### src/rtl/sequence_generator.sv
// Serial burst generator: sends rep+1 back-to-back frames of a latched pattern, MSB first.
// Optional macro SEQGEN_PARITY_EN appends an even-parity bit to every frame.
module sequence_generator #(
    parameter int               WIDTH   = 4,
    parameter logic [WIDTH-1:0] DEF_PAT = WIDTH'(4'b1011)
) (
    input  logic             clk,
    input  logic             rst,
    input  logic             start,
    input  logic             abort,
    input  logic             use_def,
    input  logic [WIDTH-1:0] pattern,
    input  logic [3:0]       rep,
    output logic             q,
    output logic             valid,
    output logic             busy,
    output logic             done
);

`ifdef SEQGEN_PARITY_EN
    localparam int FLEN = WIDTH + 1;
`else
    localparam int FLEN = WIDTH;
`endif
    localparam int CW = $clog2(FLEN);

    localparam logic [1:0] ST_IDLE  = 2'b00;
    localparam logic [1:0] ST_SHIFT = 2'b01;
    localparam logic [1:0] ST_DONE  = 2'b10;

`ifdef SEQGEN_PARITY_EN
    function automatic logic even_parity(input logic [WIDTH-1:0] pat);
        return ^pat;
    endfunction
`endif

    logic [1:0]       state_q, state_d;
    logic [WIDTH-1:0] pat_q, pat_d;
    logic [WIDTH-1:0] sh_q, sh_d;
    logic [CW-1:0]    bit_q, bit_d;
    logic [3:0]       rem_q, rem_d;
    logic             q_q, q_d;
    logic             valid_q, valid_d;
    logic             busy_q, busy_d;
    logic             done_q, done_d;
    logic [WIDTH-1:0] sel_pat_s;

    assign sel_pat_s = use_def ? DEF_PAT : pattern;

    // Next-state and next-output logic; outputs are computed one cycle ahead and registered.
    always_comb begin
        state_d = state_q;
        pat_d   = pat_q;
        sh_d    = sh_q;
        bit_d   = bit_q;
        rem_d   = rem_q;
        q_d     = 1'b0;
        valid_d = 1'b0;
        busy_d  = 1'b0;
        done_d  = 1'b0;
        case (state_q)
            ST_IDLE, ST_DONE: begin
                if (start && !abort) begin
                    state_d = ST_SHIFT;
                    pat_d   = sel_pat_s;
                    sh_d    = sel_pat_s;
                    rem_d   = rep;
                    bit_d   = {CW{1'b0}};
                    q_d     = sel_pat_s[WIDTH-1];
                    valid_d = 1'b1;
                    busy_d  = 1'b1;
                end else begin
                    state_d = ST_IDLE;
                end
            end
            ST_SHIFT: begin
                if (abort) begin
                    state_d = ST_IDLE;
                end else if (bit_q == CW'(FLEN - 1)) begin
                    if (rem_q == 4'd0) begin
                        state_d = ST_DONE;
                        done_d  = 1'b1;
                    end else begin
                        rem_d   = rem_q - 4'd1;
                        bit_d   = {CW{1'b0}};
                        sh_d    = pat_q;
                        q_d     = pat_q[WIDTH-1];
                        valid_d = 1'b1;
                        busy_d  = 1'b1;
                    end
                end else begin
                    bit_d   = bit_q + CW'(1);
                    sh_d    = {sh_q[WIDTH-2:0], 1'b0};
                    valid_d = 1'b1;
                    busy_d  = 1'b1;
`ifdef SEQGEN_PARITY_EN
                    // The slot after the last data bit carries the frame parity.
                    if (bit_d == CW'(WIDTH)) begin
                        q_d = even_parity(pat_q);
                    end else begin
                        q_d = sh_d[WIDTH-1];
                    end
`else
                    q_d = sh_d[WIDTH-1];
`endif
                end
            end
            default: begin
                state_d = ST_IDLE;
            end
        endcase
    end

    // State, datapath and output registers with synchronous active-low reset.
    always_ff @(posedge clk) begin
        if (!rst) begin
            state_q <= ST_IDLE;
            pat_q   <= {WIDTH{1'b0}};
            sh_q    <= {WIDTH{1'b0}};
            bit_q   <= {CW{1'b0}};
            rem_q   <= 4'd0;
            q_q     <= 1'b0;
            valid_q <= 1'b0;
            busy_q  <= 1'b0;
            done_q  <= 1'b0;
        end else begin
            state_q <= state_d;
            pat_q   <= pat_d;
            sh_q    <= sh_d;
            bit_q   <= bit_d;
            rem_q   <= rem_d;
            q_q     <= q_d;
            valid_q <= valid_d;
            busy_q  <= busy_d;
            done_q  <= done_d;
        end
    end

    assign q     = q_q;
    assign valid = valid_q;
    assign busy  = busy_q;
    assign done  = done_q;

endmodule

### config.mk
export PLATFORM = sky130hd
export DESIGN_NAME = sequence_generator
export DESIGN_NICKNAME = d
export VERILOG_FILES = /design/src/rtl/sequence_generator.sv
export SDC_FILE = /design/constraint.sdc
export NUM_CORES = 1
export LEC_CHECK = 0
export CORE_MARGIN = 4
export CORE_UTILIZATION = 50
export CTS_BUF_LIST = sky130_fd_sc_hd__clkbuf_4 sky130_fd_sc_hd__clkbuf_8 sky130_fd_sc_hd__clkbuf_16
export CTS_CLUSTER_SIZE = 20
export DETAILED_ROUTE_END_ITERATION = 8
export PLACE_DENSITY = 0.77
export RECOVER_POWER = 25
export SYNTH_ARGS = -nofsm -noshare
export SYNTH_HDL_FRONTEND = slang
export SYNTH_SLANG_ARGS = --single-unit
export TNS_END_PERCENT = 100
### constraint.sdc
create_clock -name clk -period 2 [get_ports clk]
set_input_delay 0.4 -clock clk [delete_from_list [all_inputs] [get_ports clk]]
set_output_delay 0.4 -clock clk [all_outputs]
set_load 0.03 [all_outputs]
==> impl_metrics.ini <==
[run_status]
status = completed

[die]
io-pin-count = 17
rows = 15
die_w_um = 51.0
core-area_sq_um = 1750
start_util = 0.530
die_h_um = 51.0
dieArea_sq_um = 2600

[critical_path]
critPathCaptureType = register
rr_startpoint = rem_q[0]
crit_buf_inv = 1
reg2reg_depth = 6
crit_arrival_ns = 1.94
cp_slowest_cell = dlygate4sd3_1
r2r_end = sh_q[2]
cp_max_fo = 12
crit_required_ns = 2.20
crit_chain = dlygate4sd3_1 -> or3b_4 -> o31ai_4 -> o211ai_1 -> o211a_1
crit_path_max_incr_delay_ns = 0.63
cp_top_family = buffers and inverters
cp_num_cells = 5
path_class = in -> reg
start_kind = input port
r2r_slack_ns = 0.29

[route]
drt_pre_antenna_iters = 4
avgViaCountPerCell = 5.63
drt_iter0_markers = 34
highest_layer = met4
wirelength_um = 1960
routedWlPerCell_um = 13.6
vias = 810
route.met3.wl_um = 155
dr_wl_met2_um = 877
drtAntennaViolNets = 0
wl_met1_um = 895
drc_errors = 0

[grt]
grt_antenna_before_repair = 0
track_usage = 0.166
grt_pass1_wl_um = 3330
grt_pass1_vias = 779
grt.overflow.total = 0
grt_max_degree = 23

[clock_tree]
cts_hold_buf = 0
cts_htree_levels = 1
clkSinkCount = 18
post_cts_resized = 0
cts_buffers = 3
clk_pin_slew_ns = 0.10
clockBufferDepth = 2
root_buffer = clkbuf_4
cts_setup_buffers = 0
cts_tree = yes
worstSkewPairLatency_ns = 0.29

[sta]
finalHoldViolations = 0
fmax_mhz = 575
setup_viol = 0
slew_violations = 0
period_share = 0.869
tightest_slew_ns = 0.470
setup_tns_ns = 0
clock_skew_ns = 0.00189
period_minus_slack_ns = 1.74
relSlewSlack = 0.687
rsz0062_at_grt = false

[hold_path]
hold-path-endpoint = pat_q[3]
hp-start = pat_q[3]
min_path_type = reg -> reg
worstHoldPathCells = 2

[place]
gp_congestion = 0.833
io_buffers = 16
dp_hpwl_um = 1440
placedInstanceArea_sq_um = 1100

[yosys]
yosys_warnings = 0
ys_async_sr_fraction = 0
synth_area_sq_um = 925
synth_nets = 116
synth-seq-cells = 18
synth_edf_count = 0
ys.flop_type = dfxtp_1
synth_cell_types = 39
synth_cells = 101
syn_area_per_cell_sq_um = 9.15
ys_seq_area_frac = 0.390

[pwr]
ir_drop_uv = 401
p_total_mw = 0.751
p_leak_nw = 0.460
p_per_area_nw_per_um2 = 661

[run]
drv_cap = 0

[layout]
final_area_sq_um = 1130
area_growth_pct = 22.7
fin_nets = 135
drive_above_1_share = 0.109
antennaDiodeCount = 0
[logic make-up after synthesis]
| logic type | count (synthesis) | share of synthesized area |
|---|---|---|
| simple gates | 45 | 0.290 |
| compound gates | 24 | 0.202 |
| flops | 18 | 0.390 |
| buf+inv | 9 | 0.0582 |
| mux | 3 | 0.0338 |
| fa+ha+maj | 2 | 0.0271 |
[metrics by stage]
step	hold slack [ns]	worst slack (ns)	utilization	cells
floorplan	0.434	0.499	-	101
global placement	0.456	0.0876	0.632	140
detailed placement	0.455	0.0259	0.632	140
CTS	0.472	0.280	0.653	144
global route	0.492	0.188	0.650	144
finish	0.472	0.261	0.650	144
[power breakdown]
part	switching, mW	internal, mW
Combinational	0.0678	0.0676
Sequential	0.0124	0.377
Clock	0.114	0.111
[cell type report]
cell class | instances | area (sq um)
Timing Repair Buffer | 20 | 190
Clock buffer | 4 | 36.3
Multi-Input combinational cell | 74 | 505
Inverter | 3 | 11.3
Sequential cell | 18 | 360
Fill cell | 164 | 611
Tap cell | 25 | 31.3
[synthesized netlist by cell type, types with 2 or more instances]
cell      number  share of area
dfxtp_1       18           0.39
nand2_1       14          0.057
o21ai_0        8          0.043
nor2_1         5          0.020
a21oi_1        3          0.016
and2_1         3          0.020
inv_1          3          0.012
o211a_1        3          0.032
and4b_1        2          0.022
and4bb_2       2          0.027
buf_6          2          0.024
clkbuf_1       2         0.0081
ha_1           2          0.027
mux2i_1        2          0.022
nand3_1        2          0.011
nand3b_1       2          0.016
nand4_1        2          0.014
nor2b_1        2          0.014
nor3_1         2          0.011
o211ai_1       2          0.016
or3_1          2          0.014
[tightest hold or removal path, delay by kind of cell, from the launching register on]
| kind | cells | cell delay, ns |
|---|---|---|
| and+or+nand+nor | 1 | 0.05 |
| AOI/OAI and AO/OA | 1 | 0.05 |
| DFF | 1 | 0.33 |
[how the worst max path moves through the flow]
| stage | start | endpoint | slack [ns] |
|---|---|---|---|
| 2_1_floorplan | rem_q[0] | rem_q[0] | 0.50 |
| 3_3_place_gp | abort | sh_q[2] | 0.09 |
| 3_5_place_dp | abort | sh_q[2] | 0.03 |
| 4_1_cts | busy | busy | 0.28 |
| 5_1_grt | rem_q[0] | sh_q[2] | 0.19 |
| 6_report | abort | sh_q[2] | 0.26 |
[flip-flops by register name (all words and copies together), names as in the netlist]
signal and count:
state_q 2, busy 1, rem_q 4, done 1, q 1, bit_q 2, pat_q 4, sh_q 3
[layer usage]
layer | vias to the layer above | track usage
met2 | 34 | 0.266
met3 | 4 | 0.0408
li1 | 400 | -
met1 | 372 | 0.209
met4 | 0 | 0.0762
met5 | - | 0
[layout by cell type (no fill, tap or decap), drive strengths merged, types with 3 or more instances in the layout]
master,instances
o211a,3
nand2,14
dfxtp,18
nor2,5
inv,3
o21ai,8
clkdlybuf4s50,15
a21oi,4
clkbuf,4
buf,4
and2,3
Note: power is estimated with default switching activity, not from simulation.
